--- src/rtl/scr1_dmem_arb2_if.sv ---
// DMEM req/req_ack/resp bundle: master drives the request fields, slave returns ack, read data and response.
// Combinational on both sides; the bundle holds no state and applies no backpressure of its own.
interface scr1_dmem_arb2_if #(
    parameter int AWIDTH = 32,
    parameter int DWIDTH = 32
);
    logic              req;
    logic              cmd;
    logic [1:0]        width;
    logic [AWIDTH-1:0] addr;
    logic [DWIDTH-1:0] wdata;
    logic              req_ack;
    logic [DWIDTH-1:0] rdata;
    logic [1:0]        resp;

    modport master (
        output req, cmd, width, addr, wdata,
        input  req_ack, rdata, resp
    );

    modport slave (
        input  req, cmd, width, addr, wdata,
        output req_ack, rdata, resp
    );
endinterface

--- src/rtl/scr1_dmem_arb2.sv ---
// Round-robin 2:1 arbiter giving the LSU (m0) and a secondary master (m1) one DMEM port, one transaction in flight.
// Zero-cycle req/ack and resp paths; a presented request keeps its grant until DMEM acks it or it is withdrawn.
module scr1_dmem_arb2 #(
    parameter int AWIDTH = 32,
    parameter int DWIDTH = 32
) (
    input  logic              clk,
    input  logic              rst,
    scr1_dmem_arb2_if.slave   m0_if,
    scr1_dmem_arb2_if.slave   m1_if,
    scr1_dmem_arb2_if.master  dmem_if
);
    localparam logic [1:0] RESP_IDLE   = 2'd0;
    localparam logic [1:0] RESP_RDY_OK = 2'd1;
    localparam logic [1:0] RESP_RDY_ER = 2'd2;

    typedef enum logic {
        ST_IDLE = 1'b0,
        ST_BUSY = 1'b1
    } state_t;

    state_t r_state;
    state_t w_state_nxt;
    logic   r_owner;
    logic   w_owner_nxt;
    logic   r_rr_ptr;
    logic   w_rr_ptr_nxt;
    logic   r_lock;
    logic   w_lock_nxt;
    logic   r_lock_port;
    logic   w_lock_port_nxt;

    logic              w_sel;
    logic              w_sel_req;
    logic              w_sel_cmd;
    logic [1:0]        w_sel_width;
    logic [AWIDTH-1:0] w_sel_addr;
    logic [DWIDTH-1:0] w_sel_wdata;
    logic              w_resp_done;

    // A locked grant overrides fairness so a waiting request never sees its address change under it.
    always_comb begin
        w_sel = r_rr_ptr;
        if (r_lock) begin
            w_sel = r_lock_port;
        end else if (m0_if.req && !m1_if.req) begin
            w_sel = 1'b0;
        end else if (m1_if.req && !m0_if.req) begin
            w_sel = 1'b1;
        end
    end

    assign w_sel_req   = w_sel ? m1_if.req   : m0_if.req;
    assign w_sel_cmd   = w_sel ? m1_if.cmd   : m0_if.cmd;
    assign w_sel_width = w_sel ? m1_if.width : m0_if.width;
    assign w_sel_addr  = w_sel ? m1_if.addr  : m0_if.addr;
    assign w_sel_wdata = w_sel ? m1_if.wdata : m0_if.wdata;

    // Encoding 3 is not a completion; it is treated as IDLE and never forwarded.
    assign w_resp_done = (dmem_if.resp == RESP_RDY_OK) || (dmem_if.resp == RESP_RDY_ER);

    always_ff @(posedge clk) begin
        if (rst) begin
            r_state     <= ST_IDLE;
            r_owner     <= 1'b0;
            r_rr_ptr    <= 1'b0;
            r_lock      <= 1'b0;
            r_lock_port <= 1'b0;
        end else begin
            r_state     <= w_state_nxt;
            r_owner     <= w_owner_nxt;
            r_rr_ptr    <= w_rr_ptr_nxt;
            r_lock      <= w_lock_nxt;
            r_lock_port <= w_lock_port_nxt;
        end
    end

    always_comb begin
        w_state_nxt     = r_state;
        w_owner_nxt     = r_owner;
        w_rr_ptr_nxt    = r_rr_ptr;
        w_lock_nxt      = r_lock;
        w_lock_port_nxt = r_lock_port;

        dmem_if.req     = 1'b0;
        dmem_if.cmd     = 1'b0;
        dmem_if.width   = 2'd0;
        dmem_if.addr    = '0;
        dmem_if.wdata   = '0;
        m0_if.req_ack   = 1'b0;
        m1_if.req_ack   = 1'b0;
        m0_if.rdata     = '0;
        m1_if.rdata     = '0;
        m0_if.resp      = RESP_IDLE;
        m1_if.resp      = RESP_IDLE;

        case (r_state)
            ST_IDLE: begin
                dmem_if.req   = w_sel_req;
                dmem_if.cmd   = w_sel_cmd;
                dmem_if.width = w_sel_width;
                dmem_if.addr  = w_sel_addr;
                dmem_if.wdata = w_sel_wdata;
                if (w_sel) begin
                    m1_if.req_ack = dmem_if.req_ack;
                end else begin
                    m0_if.req_ack = dmem_if.req_ack;
                end

                if (w_sel_req && dmem_if.req_ack) begin
                    w_state_nxt  = ST_BUSY;
                    w_owner_nxt  = w_sel;
                    w_rr_ptr_nxt = ~w_sel;
                    w_lock_nxt   = 1'b0;
                end else if (w_sel_req) begin
                    w_lock_nxt      = 1'b1;
                    w_lock_port_nxt = w_sel;
                end else begin
                    // Locked requester withdrew: release so the other port can win next cycle.
                    w_lock_nxt = 1'b0;
                end
            end

            ST_BUSY: begin
                m0_if.rdata = dmem_if.rdata;
                m1_if.rdata = dmem_if.rdata;
                if (w_resp_done) begin
                    if (r_owner) begin
                        m1_if.resp = dmem_if.resp;
                    end else begin
                        m0_if.resp = dmem_if.resp;
                    end
                    w_state_nxt = ST_IDLE;
                end
            end

            default: begin
                w_state_nxt = ST_IDLE;
            end
        endcase
    end
endmodule

--- src/flat_wrapper.sv ---
// flat-port wrapper written by rule: the top's interface ports become plain ports
module scr1_dmem_arb2_flat 
#(
    parameter int AWIDTH = 32,
    parameter int DWIDTH = 32
)
  (clk, rst, m0_if_req, m0_if_cmd, m0_if_width, m0_if_addr, m0_if_wdata, m0_if_req_ack, m0_if_rdata, m0_if_resp, m1_if_req, m1_if_cmd, m1_if_width, m1_if_addr, m1_if_wdata, m1_if_req_ack, m1_if_rdata, m1_if_resp, dmem_if_req, dmem_if_cmd, dmem_if_width, dmem_if_addr, dmem_if_wdata, dmem_if_req_ack, dmem_if_rdata, dmem_if_resp);
  scr1_dmem_arb2_if #(.AWIDTH(AWIDTH), .DWIDTH(DWIDTH)) m0_if_i ();
  scr1_dmem_arb2_if #(.AWIDTH(AWIDTH), .DWIDTH(DWIDTH)) m1_if_i ();
  scr1_dmem_arb2_if #(.AWIDTH(AWIDTH), .DWIDTH(DWIDTH)) dmem_if_i ();
  input  logic clk;
  input  logic rst;
  input wire logic [$bits(m0_if_i.req)-1:0] m0_if_req;
  input wire logic [$bits(m0_if_i.cmd)-1:0] m0_if_cmd;
  input wire logic [$bits(m0_if_i.width)-1:0] m0_if_width;
  input wire logic [$bits(m0_if_i.addr)-1:0] m0_if_addr;
  input wire logic [$bits(m0_if_i.wdata)-1:0] m0_if_wdata;
  output wire logic [$bits(m0_if_i.req_ack)-1:0] m0_if_req_ack;
  output wire logic [$bits(m0_if_i.rdata)-1:0] m0_if_rdata;
  output wire logic [$bits(m0_if_i.resp)-1:0] m0_if_resp;
  input wire logic [$bits(m1_if_i.req)-1:0] m1_if_req;
  input wire logic [$bits(m1_if_i.cmd)-1:0] m1_if_cmd;
  input wire logic [$bits(m1_if_i.width)-1:0] m1_if_width;
  input wire logic [$bits(m1_if_i.addr)-1:0] m1_if_addr;
  input wire logic [$bits(m1_if_i.wdata)-1:0] m1_if_wdata;
  output wire logic [$bits(m1_if_i.req_ack)-1:0] m1_if_req_ack;
  output wire logic [$bits(m1_if_i.rdata)-1:0] m1_if_rdata;
  output wire logic [$bits(m1_if_i.resp)-1:0] m1_if_resp;
  output wire logic [$bits(dmem_if_i.req)-1:0] dmem_if_req;
  output wire logic [$bits(dmem_if_i.cmd)-1:0] dmem_if_cmd;
  output wire logic [$bits(dmem_if_i.width)-1:0] dmem_if_width;
  output wire logic [$bits(dmem_if_i.addr)-1:0] dmem_if_addr;
  output wire logic [$bits(dmem_if_i.wdata)-1:0] dmem_if_wdata;
  input wire logic [$bits(dmem_if_i.req_ack)-1:0] dmem_if_req_ack;
  input wire logic [$bits(dmem_if_i.rdata)-1:0] dmem_if_rdata;
  input wire logic [$bits(dmem_if_i.resp)-1:0] dmem_if_resp;
  assign m0_if_i.req = m0_if_req;
  assign m0_if_i.cmd = m0_if_cmd;
  assign m0_if_i.width = m0_if_width;
  assign m0_if_i.addr = m0_if_addr;
  assign m0_if_i.wdata = m0_if_wdata;
  assign m0_if_req_ack = m0_if_i.req_ack;
  assign m0_if_rdata = m0_if_i.rdata;
  assign m0_if_resp = m0_if_i.resp;
  assign m1_if_i.req = m1_if_req;
  assign m1_if_i.cmd = m1_if_cmd;
  assign m1_if_i.width = m1_if_width;
  assign m1_if_i.addr = m1_if_addr;
  assign m1_if_i.wdata = m1_if_wdata;
  assign m1_if_req_ack = m1_if_i.req_ack;
  assign m1_if_rdata = m1_if_i.rdata;
  assign m1_if_resp = m1_if_i.resp;
  assign dmem_if_req = dmem_if_i.req;
  assign dmem_if_cmd = dmem_if_i.cmd;
  assign dmem_if_width = dmem_if_i.width;
  assign dmem_if_addr = dmem_if_i.addr;
  assign dmem_if_wdata = dmem_if_i.wdata;
  assign dmem_if_i.req_ack = dmem_if_req_ack;
  assign dmem_if_i.rdata = dmem_if_rdata;
  assign dmem_if_i.resp = dmem_if_resp;
  scr1_dmem_arb2 #(.AWIDTH(AWIDTH), .DWIDTH(DWIDTH)) u_core (.clk(clk), .rst(rst), .m0_if(m0_if_i), .m1_if(m1_if_i), .dmem_if(dmem_if_i));
endmodule
--- config.mk ---
export PLATFORM = sky130hd
export DESIGN_NAME = scr1_dmem_arb2_flat
export DESIGN_NICKNAME = d
export VERILOG_FILES = /design/src/rtl/scr1_dmem_arb2_if.sv /design/src/rtl/scr1_dmem_arb2.sv /design/src/flat_wrapper.sv
export SDC_FILE = /design/constraint.sdc
export NUM_CORES = 1
export LEC_CHECK = 0
export BUFFER_PORTS_ARGS = -buffer_cell sky130_fd_sc_hd__buf_2
export CORE_AREA = 2 2 122 124
export CTS_CLUSTER_DIAMETER = 40
export CTS_CLUSTER_SIZE = 12
export DETAILED_ROUTE_END_ITERATION = 16
export DIE_AREA = 0 0 124 126
export GPL_TIMING_DRIVEN = 0
export SETUP_SLACK_MARGIN = 0.5
export SYNTH_ARGS = -nofsm -noshare
export SYNTH_HDL_FRONTEND = slang
export SYNTH_SLANG_ARGS = --single-unit
--- constraint.sdc ---
create_clock -name clk -period 2.1 [get_ports clk]
set_clock_uncertainty 0.15 [all_clocks]
set_input_delay 0.21 -clock clk [delete_from_list [all_inputs] [get_ports clk]]
set_output_delay 0.21 -clock clk [all_outputs]
set_load 0.1 [all_outputs]
==> results of run 1 <==
## critical path: stages, from the launching register on
cell and delay, ns:
dfxtp_4 0.37, nand2_2 0.07, o31a_1 0.17, buf_12 0.19, buf_12 0.20, mux2i_4 0.28, buf_12 0.20
## sequential cells by signal (all words and copies together), names as in the netlist
| signal | flops |
|---|---|
| u_core.r_lock_port | 1 |
| u_core.r_owner | 1 |
| u_core.r_state | 1 |
| u_core.r_rr_ptr | 1 |
| u_core.r_lock | 1 |
## metal layers
metal | routed length, microns | up-vias | global-route usage, %
met2 | 7940 | 194 | 33.5
met5 | 16 | - | 0
met4 | 315 | 2 | 4.16
li1 | - | 1723 | -
met3 | 1330 | 20 | 4.26
met1 | 4590 | 1667 | 16.4
## repair_timing
item | CTS | global route
buffers inserted | 3 | 9
pin swaps | 24 | 8
gates cloned | 4 | 1
setup endpoints to repair | 139 | 140
resized for setup | 510 | 80
## cell type report
cell class	instances	area, sq um	area share (%)
buffer	59	921	11.4
clock buffer	4	78.8	0.976
inverter	3	11.3	0.139
multi-input combinational	266	2890	35.8
sequential	5	109	1.35
tap	184	230	2.85
timing repair buffer	327	3840	47.5
## per-stage QoR
step	setup WS, ns	instance area (sq um)	power [uW]
after floorplan	0.100	3820	3040
after global placement	-0.0769	5610	3510
after detailed placement	-0.0755	5610	3530
after CTS	-0.0109	7720	4770
after global routing	-0.0618	8070	5000
final	0.0155	8070	4860
## where the power goes
group / switching [uW] / internal [uW]
logic: 2640 / 1790
registers: 10.9 / 104
clock network: 61.3 / 251
## cells in the final DEF, fill, tap and decap left out, drive strengths merged, types with 2 or more instances in the layout
cell,count
a221oi,2
dfxtp,5
nor2b,2
nand2b,137
nor2,8
buf,368
inv,3
clkbuf,22
nand2,3
mux2i,68
and2,35
## path summary, 6_finish.rpt
| check | from | endpoint | slack [ns] | cells after the start |
|---|---|---|---|---|
| max | u_core.r_lock | dmem_if_wdata[29] | 0.02 | 6 |
| min | rst | u_core.r_state | 0.06 | 2 |
| max reg2reg | u_core.r_state | u_core.r_lock_port | 0.46 | 4 |
| min reg2reg | u_core.r_rr_ptr | u_core.r_rr_ptr | 0.36 | 1 |
## cell families (layout without fill, tap and decap cells)
group                  after synthesis  count (layout)  synth area share (%)
AO/OA/AOI/OAI                       11              11                  3.56
multiplexers                        68              68                  28.1
AND/OR/NAND/NOR                    187             187                  47.1
flip-flops                           5               5                  4.13
buffers and inverters               62             393                  17.1
==> reports/metrics.yaml, run 1 <==
status:
  outcome: "complete, no violations"
grt:
  grt_overflow: 0
  grt_start_max_net_pins: 11
  grt_pass1_vias: 3949
  grtUsageTotal_pct: 16.6
  grt_pass1_wl_microns: 20200
  antenna_found_initial: 1
yosys:
  mappedNetlistArea_sq_mm: 0.00242
  yosysTopAreaCell: "nand2b_1"
  synthCells: 333
  yosysUniqueCellTypes: 24
  ys_ff_latch: 5
  ys.flop_type: "dfxtp_1"
  synth-seq-area-share_pct: 4.13
  synth_area_leaders: "nand2b_1 35%, mux2i_1 28%, buf_4 9.9%"
  synth_nets: 506
  synth_common_cells: "137 x nand2b_1, 68 x mux2i_1, 35 x and2_1, 32 x buf_4, 18 x clkbuf_1"
  synth-warning-count: 0
  async_flop_share_pct: 0
  syn_avg_cell_area_sq_um: 7.27
  synth_edf_count: 0
  synth_most_common_cell: "nand2b_1"
  yosysTopAreaCellShare_pct: 35.4
timing:
  rsz0062_at_grt: "true"
  slew_headroom_pct: 62.6
  timing.hold.ws_ns: 0.0596
  final_hold_viol_count: 0
  timing.final.crit_share_pct: 99.3
  tightest_slew_ns: 0.546
  tns_ns: 0
  min_period_ns: 2.08
  report.final.slew_viol_count: 0
  max_freq_mhz: 480
  setup_violations: 0
route:
  routed_wl_microns: 14200
  final_antenna_net_count: 0
  drc: 0
  dr.pass1.iters: 3
  vias_per_cell: 4.25
  vias: 3606
  detail_route.wl_per_cell_microns: 16.7
  dr.first_iter.drc_count: 51
placement:
  io_buffers: 310
  dp_hpwl_microns: 10300
  place_congestion: 0.776
  place_inst: 827
worst_setup_path:
  cp_max_fo: 10
  arrival_ns: 1.72
  worst_setup_path_end_kind: "output pin"
  crit_required_ns: 1.74
  critPathLaunchType: "register"
  critPathKind: "reg -> out"
cells_and_area:
  n_fill_cell: 1110
  nets: 838
  drive_above_1_share_pct: 73.9
  diodes: 0
  final-instance-count-excl-fill: 848
  areaGrowthSynthToFinish_pct: 233
  fin_util_pct: 56.4
floorplanning:
  rows: 44
  die_h_microns: 126
  die_w_microns: 124
  ios: 311
  die_area_sq_mm: 0.0156
  initial_core_util_pct: 16.9
  core_area_sq_mm: 0.0143
cts:
  clockRootBuffer: "clkbuf_16"
  numCtsBuffers: 3
  cts_hold_buf: 0
  cts.sinks: 5
  clk_pin_slew_ns: 0.03
  cts_tree: "done"
  htreeDepth: 1
  cts_max_path_buffers: 2
  insertion_delay_ns: 0.23
min_path:
  worstHoldPathType: "in -> reg"
power_and_ir_drop:
  p_per_area_mw_per_mm2: 602
  power.leakage_uw: 0.00354
  vdd.ir_drop.worst_mv: 0.381
flow_run:
  max-cap-violations: 0
No activity file was read; power rests on OpenSTA's default activity.
==> run 2: changes to the inputs <==
--- a/config.mk
+++ b/config.mk
@@ -9,3 +9,2 @@
 export CORE_AREA = 2 2 122 124
-export CTS_CLUSTER_DIAMETER = 40
 export CTS_CLUSTER_SIZE = 12
==> constraint.sdc (replaced) <==
create_clock -name clk -period 2.1 [get_ports clk]
set_clock_uncertainty 0.15 [all_clocks]
set_input_delay 0.42 -clock clk [delete_from_list [all_inputs] [get_ports clk]]
set_output_delay 0.42 -clock clk [all_outputs]
set_load 0.1 [all_outputs]
==> reports/metrics.yaml, run 2 (synthesis gave the netlist of run 1 again) <==
floorplanning:
  ios: 311  # unchanged
  rows: 44  # unchanged
  die_h_microns: 126  # unchanged
  die_area_sq_mm: 0.0156  # unchanged
  core_area_sq_mm: 0.0143  # unchanged
  initial_core_util_pct: 16.9  # unchanged
  die_w_microns: 124  # unchanged
status:
  violations: "setup timing"
  outcome: "complete, but fails checks"
route:
  vias: 3577  # -0.80%
  routed_wl_microns: 14400  # +1.1%
  vias_per_cell: 4.21  # -0.92%
  drc: 0  # unchanged
  dr.pass1.iters: 4  # +1
  dr.first_iter.drc_count: 54  # +5.9%
  detail_route.wl_per_cell_microns: 16.9  # +1.0%
  final_antenna_net_count: 0  # unchanged
timing:
  setup_violations: 69  # +69
  tns_ns: -11.90  # -11.90 ns
  rsz0062_at_grt: "true"
  slew_headroom_pct: 55.8  # -6.8 points
  final_hold_viol_count: 0  # unchanged
  max_freq_mhz: 433  # -9.8%
  timing.final.crit_share_pct: 110  # +11 points
  report.final.slew_viol_count: 0  # unchanged
  min_period_ns: 2.31  # +0.225 ns
  fin_ws_ns: -0.210  # -0.225 ns
  tightest_slew_ns: 0.646  # +0.0999 ns
cells_and_area:
  n_fill_cell: 1105  # -0.45%
  diodes: 0  # unchanged
  drive_above_1_share_pct: 75.3  # +1.4 points
  nets: 839  # +0.12%
  mostFrequentLayoutCells: "171 x buf_2, 169 x buf_12, 135 x nand2b_1"
  areaGrowthSynthToFinish_pct: 243
  final_common_cell: "buf_2"
placement:
  place_congestion: 0.790  # +1.8%
  place_ws_ns: -0.507  # -0.432 ns
  io_buffers: 310  # unchanged
  dp_hpwl_microns: 10000  # -2.1%
cts:
  numCtsBuffers: 3  # unchanged
  clk_pin_slew_ns: 0.03  # about the same
  cts.sinks: 5  # unchanged
  htreeDepth: 1  # unchanged
  cts_tree: "done"
  insertion_delay_ns: 0.23  # about the same
  cts_hold_buf: 0  # unchanged
  clockRootBuffer: "clkbuf_16"
  cts_max_path_buffers: 2  # unchanged
grt:
  grt_pass1_vias: 4073  # +3.1%
  grt_start_max_net_pins: 11  # unchanged
  grt_pass1_wl_microns: 21200  # +5.3%
  antenna_found_initial: 0  # -1
  grt_overflow: 0  # unchanged
  grtUsageTotal_pct: 17.4  # +0.76 points
worst_setup_path:
  critPathLaunchType: "register"
  critPathKind: "reg -> out"
  crit_path_frequent_cell: "buf_12"
  r2r_end: "u_core.r_lock_port"
  crit_required_ns: 1.53  # -0.21 ns
  arrival_ns: 1.74  # +0.02 ns
  path_cells: "o31a_1, buf_12, buf_16, mux2i_4, buf_12"
  cpMaxStageDelayCell: "dfxtp_2"
  cp_max_fo: 10  # unchanged
  rrSetupSlack_ns: 0.25  # -0.21 ns
  setup.worst_path.start: "u_core.r_lock"
  crit_end: "dmem_if_addr[22]"
  reg2reg_from: "u_core.r_state"
  cpPeakStageDelay_ns: 0.40  # +0.03 ns
  reg2reg_depth: 5  # +1
  worst_setup_path_end_kind: "output pin"
power_and_ir_drop:
  p_per_area_mw_per_mm2: 594  # -1.4%
  vdd.ir_drop.worst_mv: 0.376  # -1.2%
  power.leakage_uw: 0.00362  # +2.2%
flow_run:
  max-cap-violations: 0  # unchanged
min_path:
  worstHoldPathType: "in -> reg"
## run 2: area by class of cell
class	count	area, sq um	area share [%]
plain buffers	59	998	12.0
clock buffers	4	78.8	0.948
inverters	3	11.3	0.135
multi-input cells	266	2940	35.4
flip-flops and latches	5	106	1.28
well taps	184	230	2.77
repair buffers	328	3950	47.5
## run 2: power by group
part	total (uW)	leakage (uW)	switching [uW]	internal, uW
logic	4490	0.00354	2660	1840
clock network	323	0.0000382	70.4	252
registers	118	0.0000427	13.8	104
total	4930	0.00362	2740	2190
## run 2: metal layers
layer | track usage (%) | up-vias | share of wire [%]
met5 | 0 | - | 0
met1 | 18.0 | 1659 | 33
met2 | 35.5 | 188 | 57
li1 | - | 1709 | -
met3 | 2.49 | 21 | 7.7
met4 | 4.16 | 0 | 2.1
## run 2: worst min path at each step
stage	start	end	slack, ns	cells after the start
after floorplan	u_core.r_lock_port	u_core.r_lock_port	0.32	2
after global placement	u_core.r_lock_port	u_core.r_lock_port	0.33	2
after detailed placement	u_core.r_lock_port	u_core.r_lock_port	0.35	2
after CTS	rst	u_core.r_state	0.24	2
after global routing	rst	u_core.r_owner	0.26	2
final	rst	u_core.r_owner	0.25	2
## run 2: metrics by stage
stage | total power, uW | area, sq um | hold slack [ns] | instances | utilization [%]
after detailed placement | 3560 | 5720 | 0.347 | 827 | 39.9
after CTS | 4890 | 8200 | 0.236 | 846 | 57.3
after global placement | 3530 | 5720 | 0.335 | 827 | 39.9
after global routing | 5070 | 8310 | 0.264 | 849 | 58.1
final | 4930 | 8310 | 0.249 | 849 | 58.1
after floorplan | 3060 | 3940 | 0.315 | 333 | -
## run 2: timing repair
action                     4_1_cts  5_1_grt
setup endpoints to repair      140      141
setup buffers                   10        3
pin swaps                       29        6
gates cloned                     5        0
gates resized for setup        584       20
## run 2: worst max-delay path, delay by kind of cell (launching register included)
kind	cells	cell delay, ns
buffers and inverters	3	0.59
flip-flops	1	0.40
multiplexers	1	0.30
AO/OA/AOI/OAI	1	0.21
